## src/rtl/oam_dma_pkg.sv

```systemverilog
// Shared types and constants for the OAM DMA engine behind register FF46.
package oam_dma_pkg;

  typedef enum logic [1:0] {
    DMA_IDLE,
    DMA_START,
    DMA_XFER
  } dma_state_t;

  localparam logic [15:0] ADDR_DMA = 16'hFF46;
  localparam logic [15:0] OAM_BASE = 16'hFE00;
  localparam int unsigned OAM_SIZE = 160;

  // Echo RAM (E0xx-FFxx) reads from WRAM 0x20 pages lower; the result never drops below C0.
  function automatic logic [7:0] echo_remap(input logic [7:0] hi, input logic en);
    return (en && hi >= 8'hE0) ? hi - 8'h20 : hi;
  endfunction

endpackage

```

## src/rtl/oam_dma_if.sv

```systemverilog
// Bus bundle between the FF46 register decode / memory bus and the OAM DMA engine.
interface oam_dma_if;
  logic        reg_write;
  logic [7:0]  reg_d_wr;
  logic [7:0]  reg_d_rd;
  logic        dma_active;
  logic [15:0] dma_addr;
  logic [7:0]  dma_d_in;
  logic [7:0]  oam_addr;
  logic [7:0]  oam_d_wr;
  logic        oam_write;

  modport slave (
    input  reg_write, reg_d_wr, dma_d_in,
    output reg_d_rd, dma_active, dma_addr, oam_addr, oam_d_wr, oam_write
  );

  modport master (
    output reg_write, reg_d_wr, dma_d_in,
    input  reg_d_rd, dma_active, dma_addr, oam_addr, oam_d_wr, oam_write
  );
endinterface

```

## src/rtl/oam_dma.sv

```systemverilog
// OAM DMA engine: copies XX00..XX(LEN-1) into OAM one byte per M-cycle after a write
// of XX to FF46, with a one-M-cycle write stage trailing the bus read.
module oam_dma
  import oam_dma_pkg::*;
#(
  parameter int unsigned XFER_LEN    = OAM_SIZE,
  parameter int unsigned START_DELAY = 1,
  parameter int unsigned ECHO_REMAP  = 1
) (
  input  logic     clk,
  input  logic     rst,
  input  logic     ce,
  oam_dma_if.slave bus
);

  localparam int unsigned IDX_W = $clog2(XFER_LEN);
  localparam int unsigned DLY_W = (START_DELAY > 1) ? $clog2(START_DELAY) : 1;
  localparam logic [IDX_W-1:0] LAST_IDX = IDX_W'(XFER_LEN - 1);
  localparam logic [DLY_W-1:0] LAST_DLY = DLY_W'(START_DELAY - 1);

  dma_state_t       state_q;
  logic [7:0]       src_q;
  logic [7:0]       reg_d_rd_q;
  logic [IDX_W-1:0] idx_q;
  logic [DLY_W-1:0] dly_q;
  logic             restart_q;
  logic [15:0]      dma_addr_q;
  logic [7:0]       wr_data_q;
  logic [IDX_W-1:0] wr_idx_q;
  logic             wr_pending_q;

  logic [7:0]       src_eff;
  logic [IDX_W-1:0] idx_d;

  assign src_eff = echo_remap(src_q, ECHO_REMAP != 0);
  assign idx_d   = idx_q + 1'b1;

  // NOTE: state uses non-blocking assignments so every register samples pre-edge values
  // regardless of statement order inside the block.
  always_ff @(posedge clk or posedge rst) begin
    if (rst) begin
      state_q      <= DMA_IDLE;
      src_q        <= 8'h00;
      reg_d_rd_q   <= 8'h00;
      idx_q        <= '0;
      dly_q        <= '0;
      restart_q    <= 1'b0;
      dma_addr_q   <= 16'h0000;
      wr_data_q    <= 8'h00;
      wr_idx_q     <= '0;
      wr_pending_q <= 1'b0;
    end else if (ce) begin
      if (bus.reg_write) reg_d_rd_q <= bus.reg_d_wr;

      // The byte read this M-cycle is written to OAM during the next one, even on restart.
      if (state_q == DMA_XFER) begin
        wr_data_q    <= bus.dma_d_in;
        wr_idx_q     <= idx_q;
        wr_pending_q <= 1'b1;
      end else begin
        wr_pending_q <= 1'b0;
      end

      case (state_q)
        DMA_IDLE: begin
          if (bus.reg_write) begin
            state_q   <= DMA_START;
            src_q     <= bus.reg_d_wr;
            idx_q     <= '0;
            dly_q     <= '0;
            restart_q <= 1'b0;
          end
        end
        DMA_START: begin
          if (bus.reg_write) begin
            src_q     <= bus.reg_d_wr;
            idx_q     <= '0;
            dly_q     <= '0;
            restart_q <= 1'b1;
          end else if (dly_q == LAST_DLY) begin
            state_q    <= DMA_XFER;
            dma_addr_q <= {src_eff, 8'(idx_q)};
          end else begin
            dly_q <= dly_q + 1'b1;
          end
        end
        DMA_XFER: begin
          // A write landing on the final read still restarts rather than finishing.
          if (bus.reg_write) begin
            state_q   <= DMA_START;
            src_q     <= bus.reg_d_wr;
            idx_q     <= '0;
            dly_q     <= '0;
            restart_q <= 1'b1;
          end else if (idx_q == LAST_IDX) begin
            state_q <= DMA_IDLE;
          end else begin
            idx_q      <= idx_d;
            dma_addr_q <= {src_eff, 8'(idx_d)};
          end
        end
        default: state_q <= DMA_IDLE;
      endcase
    end
  end

  assign bus.reg_d_rd   = reg_d_rd_q;
  assign bus.dma_active = (state_q == DMA_XFER) || ((state_q == DMA_START) && restart_q);
  assign bus.dma_addr   = dma_addr_q;
  assign bus.oam_write  = wr_pending_q;
  assign bus.oam_addr   = 8'(wr_idx_q);
  assign bus.oam_d_wr   = wr_data_q;

endmodule

```

## src/flat_wrapper.sv

```systemverilog
// flat-port wrapper written by rule: the top's interface ports become plain ports
module oam_dma_flat import oam_dma_pkg::*;
#(
  parameter int unsigned XFER_LEN    = OAM_SIZE,
  parameter int unsigned START_DELAY = 1,
  parameter int unsigned ECHO_REMAP  = 1
)
  (clk, rst, ce, bus_reg_write, bus_reg_d_wr, bus_dma_d_in, bus_reg_d_rd, bus_dma_active, bus_dma_addr, bus_oam_addr, bus_oam_d_wr, bus_oam_write);
  oam_dma_if bus_i ();
  input  logic clk;
  input  logic rst;
  input  logic ce;
  input wire logic [$bits(bus_i.reg_write)-1:0] bus_reg_write;
  input wire logic [$bits(bus_i.reg_d_wr)-1:0] bus_reg_d_wr;
  input wire logic [$bits(bus_i.dma_d_in)-1:0] bus_dma_d_in;
  output wire logic [$bits(bus_i.reg_d_rd)-1:0] bus_reg_d_rd;
  output wire logic [$bits(bus_i.dma_active)-1:0] bus_dma_active;
  output wire logic [$bits(bus_i.dma_addr)-1:0] bus_dma_addr;
  output wire logic [$bits(bus_i.oam_addr)-1:0] bus_oam_addr;
  output wire logic [$bits(bus_i.oam_d_wr)-1:0] bus_oam_d_wr;
  output wire logic [$bits(bus_i.oam_write)-1:0] bus_oam_write;
  assign bus_i.reg_write = bus_reg_write;
  assign bus_i.reg_d_wr = bus_reg_d_wr;
  assign bus_i.dma_d_in = bus_dma_d_in;
  assign bus_reg_d_rd = bus_i.reg_d_rd;
  assign bus_dma_active = bus_i.dma_active;
  assign bus_dma_addr = bus_i.dma_addr;
  assign bus_oam_addr = bus_i.oam_addr;
  assign bus_oam_d_wr = bus_i.oam_d_wr;
  assign bus_oam_write = bus_i.oam_write;
  oam_dma #(.XFER_LEN(XFER_LEN), .START_DELAY(START_DELAY), .ECHO_REMAP(ECHO_REMAP)) u_core (.clk(clk), .rst(rst), .ce(ce), .bus(bus_i));
endmodule
```

## config.mk

```make
export PLATFORM = sky130hd
export DESIGN_NAME = oam_dma_flat
export DESIGN_NICKNAME = d
export VERILOG_FILES = /design/src/rtl/oam_dma_pkg.sv /design/src/rtl/oam_dma_if.sv /design/src/rtl/oam_dma.sv /design/src/flat_wrapper.sv
export SDC_FILE = /design/constraint.sdc
export NUM_CORES = 1
export LEC_CHECK = 0
export BUFFER_PORTS_ARGS = -buffer_cell sky130_fd_sc_hd__buf_2
export CORE_ASPECT_RATIO = 0.75
export CORE_MARGIN = 4
export CORE_UTILIZATION = 57
export DETAILED_ROUTE_END_ITERATION = 8
export GPL_ROUTABILITY_DRIVEN = 0
export GPL_TIMING_DRIVEN = 0
export PLACE_DENSITY = 0.82
export SLEW_MARGIN = 20
export SYNTH_ARGS = -nofsm -noshare
export SYNTH_HDL_FRONTEND = slang
export SYNTH_SLANG_ARGS = --single-unit
```

## constraint.sdc

```tcl
create_clock -name clk -period 4.9 [get_ports clk]
set_input_delay 0.245 -clock clk [delete_from_list [all_inputs] [get_ports clk]]
set_output_delay 0.245 -clock clk [all_outputs]
set_load 0.02 [all_outputs]
```

Word-level counts from Yosys, hierarchy flattened
Cells that the tools add are included.
Widths: inputs -> output; s select.
- register bits after elaboration: 61
- bits of input ports: 20
- output and inout bits: 42
- logic and storage cells: 69
- add/sub/neg operators: 3
- $lt $le $gt $ge: 1
- eq/ne operators: 13
- multiplexer cells: 23
- reduce and logical (&&, ||, !) cells: 19
- operators by type and width (operator ; count):
    $mux 16 ; 4
    $mux 8 ; 4
    $pmux 16 s2 ; 1
    $pmux 8 s2 ; 1
    $mux 2 ; 5
    $ne 2x2->1 const B ; 5
    $add 8x1->8 const B ; 1
    $eq 8x8->1 const B ; 1
    $ge 8x8->1 const B ; 1
    $reduce_and 4->1 ; 2
    $reduce_bool 2->1 ; 4
    $sub 8x6->8 const B ; 1
    $ne 2x1->1 const B ; 3
    $pmux 2 s3 ; 1
    $reduce_and 3->1 ; 2
    $reduce_and 6->1 ; 1
    $reduce_or 2->1 ; 3
    $mux 1 ; 5
    $reduce_and 5->1 ; 1
    $pmux 1 s2 ; 2
    $reduce_and 2->1 ; 2
    $ne 3x2->1 const B ; 1
    $ne 3x3->1 const B ; 1
    $reduce_or 3->1 ; 1
    other kinds (6) ; 6

Depth between registers and ports, before layout
- word-level depth: 5
- depth in mapped cells: 7
- mapped depth without buffers: 6

Worst setup path after synthesis
No wires, ideal clock.
- path type: register to register
- start point: register u_core.idx_q[0]
- end point: register u_core.dma_addr_q[10], in the netlist u_core.bus.dma_addr[10]
- setup time: 125 ps
- data arrival time: 1796 ps
- data required time: 4775 ps
- path slack: 2979 ps
- cell stages (with the launch flop): 6
- buffers on the path: 1
- period minus slack after synthesis: 1921 ps
- cells stage by stage: dfrtp_1 ha_1 and3_1 buf_4 a311oi_4 mux2_2
- cells in the longest elaborated chain, start to end: 3
- RTL lines (item ; RTL line ; text):
    from (decl) ; oam_dma.sv:24 ; logic [IDX_W-1:0] idx_q;
    from (signal assigned) ; oam_dma.sv:98 ; idx_q <= idx_d;
    $eq 8x8->1 ; oam_dma.sv:95 ; end else if (idx_q == LAST_IDX) begin
    $ne 2x2->1 (no source line) ; - ;
    $reduce_and 6->1 (no source line) ; - ;
    to (signal assigned) ; oam_dma.sv:82 ; dma_addr_q <= {src_eff, 8'(idx_q)};
    to (signal assigned) ; oam_dma.sv:99 ; dma_addr_q <= {src_eff, 8'(idx_d)};
    to (decl) ; oam_dma.sv:27 ; logic [15:0] dma_addr_q;
No other way between the ends.
A chain may end at the register's enable or synchronous reset.

Worst setup path in the final report
- start point: register u_core.idx_q[0]
- end point: register u_core.dma_addr_q[14], in the netlist u_core.bus.dma_addr[14]
Same word-level chain as after synthesis.

==> results.yml <==
setup_path:
  timing.critical_path.required_ns: 5.11
  setup.worst_path.start_class: "flop"
  rr_endpoint: "u_core.bus.dma_addr[14]"
  setup.worst_path.class: "reg2reg"
  worst_r2r_path_depth: 5
  ff2ff_setup_slack_ns: 2.77
  timing.critical_path.to: "u_core.bus.dma_addr[14]"
  crit_path_end_kind: "flop"
  regToRegStartpoint: "u_core.idx_q[0]"
  arrival_ns: 2.35
  timing.critical_path.fanout_max: 10
  cp-startpoint: "u_core.idx_q[0]"
synth:
  post_synth_cell_types: 38
  synth.avg_cell_area_sq_um: 12.6
  synth-main-ff-cell: "sky130_fd_sc_hd__dfrtp_1"
  net_count_after_synthesis: 244
  yosys.area.top_type: "sky130_fd_sc_hd__dfrtp_1"
  synth-async-reset-ratio_pct: 100
  synth_top_area_share_pct: 55.1
  number_of_cells_produced_by_synthesis: 217
  synth_enable_flop_cells: 0
  yosys_warnings: 0
  netlist_area_sq_um: 2730
  synth.top_cells.by_area: "sky130_fd_sc_hd__dfrtp_1 (55%), sky130_fd_sc_hd__mux2_2 (16%), sky130_fd_sc_hd__ha_1 (3.2%)"
  synth.most_common_cell: "sky130_fd_sc_hd__dfrtp_1"
  synth_sequential_area_ratio_pct: 55.1
  ys_ff_latch: 60
  synth_common_cells: "sky130_fd_sc_hd__dfrtp_1 (60), sky130_fd_sc_hd__mux2_2 (39), sky130_fd_sc_hd__nand2_1 (12), sky130_fd_sc_hd__nor2_1 (12), sky130_fd_sc_hd__a21oi_1 (10)"
floorplanning:
  std_cell_rows: 21
  core_sq_um: 4550
  floorplan.die_area_sq_um: 5960
  design.portCount: 62
  die_h_um: 67.9
  initial_utilization_pct: 60.0
  die_width_um: 87.8
run:
  max-cap-violations: 0
run_status:
  run_status: "finished, final reports clean"
sta:
  finalClockSkew_ns: 0.00597
  final_max_slew_viol_count: 0
  post-route-period-util_pct: 43.5
  min_period_ns: 2.13
  setup_viol: 0
  max_freq_ghz: 0.469
  setup_repair_after_global_routing_missed_its_margin: "no"
  worst_slew_pin_slew_ns: 0.778
  tns_ns: 0
  report.final.hold_viol_count: 0
  relative_slew_slack_pct: 47.6
routing:
  drt-total-wl_um: 5490
  drc_viols: 0
  detail-route-antenna-nets: 0
  dr_total_vias: 1888
  viasPerCell: 5.47
  drt-initial-drc-count: 126
  wire_per_inst_um: 15.9
  firstDrtPassIters: 5
global_route:
  grt_use_total_pct: 21.1
  grt_max_degree: 61
  grt_pass1_wl_um: 9140
  overflow: 0
  number_of_antenna_violations_at_the_first_check_in_global_routing: 0
  grt_pass1_vias: 1885
clock_tree:
  tritoncts.num_buffers: 9
  h-tree-depth: 3
  cts.repair.resized: 0
  cts_buffer_depth: 2
  holdBufCountCts: 0
  post-cts-setup-buffer-count: 0
  register_clock_pin_slew_on_the_reported_worst_setup_and_hold_paths_ns: 0.06
  ctsRootBufferMaster: "sky130_fd_sc_hd__clkbuf_8"
  clk_latency_ns: 0.34
  cts_tree: "done"
  cts_sinks: 60
placed_design:
  port_buffers: 59
  placed_area_sq_um: 3090
  detailedPlacementHpwl_um: 3920
power_and_ir_drop:
  swShare_pct: 36.3
  cellInternalPower_mw: 1.09
  power.share.clock_pct: 20.4
  max-vdd-ir-drop_uv: 304
  cellPowerDensity_nw_per_um2: 530
  power.total_mw: 1.72
  p_comb_share_pct: 37.0
  seq_power_share_pct: 42.5
  leakagePower_nw: 1.59
  power.switching_mw: 0.623
layout:
  fillCellCount: 344
  syn_to_final_growth_pct: 18.9
  final_cell_area_sq_um: 3240
  drive_above_1_share_pct: 43.4
  final_nets: 314
  num_antenna_cells: 0
worst_hold_path:
  holdCritPathClass: "in2async"
kinds of logic (layout without fill, tap and decap cells):
| group | Yosys count | after routing | share of synthesized area (%) |
|---|---|---|---|
| flip-flops | 60 | 60 | 55.1 |
| AND/OR/NAND/NOR | 48 | 48 | 9.37 |
| multiplexers | 41 | 41 | 16.9 |
| AO/OA/AOI/OAI | 33 | 33 | 9.14 |
| buffers and inverters | 21 | 92 | 4.09 |
| adder cells (fa/ha/maj) | 7 | 7 | 3.21 |
| XOR/XNOR | 7 | 7 | 2.25 |
stage by stage:
step / utilization, % / hold WS [ns] / instances / setup WS [ns]
after global routing: 71.3 / 0.0782 / 345 / 2.63
after floorplan: - / 0.395 / 217 / 2.98
after global placement: 68.0 / 0.476 / 333 / 2.48
after CTS: 71.3 / 0.0535 / 345 / 2.76
final: 71.3 / 0.0300 / 345 / 2.77
after detailed placement: 68.1 / 0.416 / 333 / 2.77
how the worst min path moves through the flow:
stage          slack, ns       startpoint  cells after the start                endpoint
4_1_cts             0.05              rst                      2  u_core.bus.dma_addr[5]
2_1_floorplan       0.40  bus_reg_d_wr[0]                      1         u_core.src_q[0]
6_report            0.03              rst                      2  u_core.bus.dma_addr[2]
3_5_place_dp        0.42              rst                      2  u_core.bus.dma_addr[2]
5_1_grt             0.08              rst                      2  u_core.bus.dma_addr[2]
3_3_place_gp        0.48  bus_dma_d_in[7]                      2  u_core.bus.oam_d_wr[7]
power by group through the flow:
stage | Combinational [mW] | Sequential, mW | Clock [mW]
3_3_place_gp | 0.619 | 0.728 | 0
2_1_floorplan | 0.298 | 0.874 | 0
4_1_cts | 0.644 | 0.732 | 0.359
3_5_place_dp | 0.640 | 0.739 | 0
6_report | 0.636 | 0.730 | 0.350
5_1_grt | 0.695 | 0.751 | 0.389
layout make-up:
| cell class | count | area [sq um] | share of cell area, % |
|---|---|---|---|
| well taps | 57 | 71.3 | 2.20 |
| clock buffers | 12 | 145 | 4.48 |
| flip-flops and latches | 60 | 1500 | 46.3 |
| plain buffers | 12 | 77.6 | 2.39 |
| multi-input cells | 136 | 1110 | 34.3 |
| repair buffers | 59 | 295 | 9.12 |
| inverters | 9 | 36.3 | 1.12 |
registers in the layout (all words and copies together), names as in the netlist:
register,count
u_core.bus.reg_d_rd,8
u_core.state_q,2
u_core.bus.dma_addr,16
u_core.bus.oam_d_wr,8
u_core.bus.oam_write,1
u_core.restart_q,1
u_core.bus.oam_addr,8
u_core.idx_q,8
u_core.src_q,8
cell usage in the layout, fill, tap and decap left out, types with 2 or more instances in the layout:
master,n
sky130_fd_sc_hd__ha_1,7
sky130_fd_sc_hd__and3_1,4
sky130_fd_sc_hd__nand3_1,8
sky130_fd_sc_hd__buf_2,64
sky130_fd_sc_hd__a31oi_1,5
sky130_fd_sc_hd__a21oi_1,10
sky130_fd_sc_hd__xnor2_1,2
sky130_fd_sc_hd__a221o_1,3
sky130_fd_sc_hd__buf_4,3
sky130_fd_sc_hd__nor2_1,12
sky130_fd_sc_hd__clkbuf_1,4
sky130_fd_sc_hd__mux2i_1,2
sky130_fd_sc_hd__dfrtp_1,60
sky130_fd_sc_hd__nand4_1,2
sky130_fd_sc_hd__nand2_1,12
sky130_fd_sc_hd__buf_6,2
sky130_fd_sc_hd__o21ai_0,5
sky130_fd_sc_hd__xor2_1,5
sky130_fd_sc_hd__inv_1,8
sky130_fd_sc_hd__and3b_1,2
sky130_fd_sc_hd__mux2_2,39
sky130_fd_sc_hd__nand2b_1,2
sky130_fd_sc_hd__clkbuf_8,10
metal layers:
metal  share of wire (%)  GRT usage (%)
met1                  45           27.2
met2                  47           32.2
met3                 6.3           9.51
met4                 1.7           6.90
met5                   0              0
worst max-delay path: stages, from the launching register on:
cell	delay [ns]
sky130_fd_sc_hd__dfrtp_1	0.47
sky130_fd_sc_hd__ha_1	0.28
sky130_fd_sc_hd__and3_1	0.19
sky130_fd_sc_hd__buf_4	0.18
sky130_fd_sc_hd__a311oi_4	0.50
sky130_fd_sc_hd__mux2_2	0.40
(Power assumes the default switching activity.)
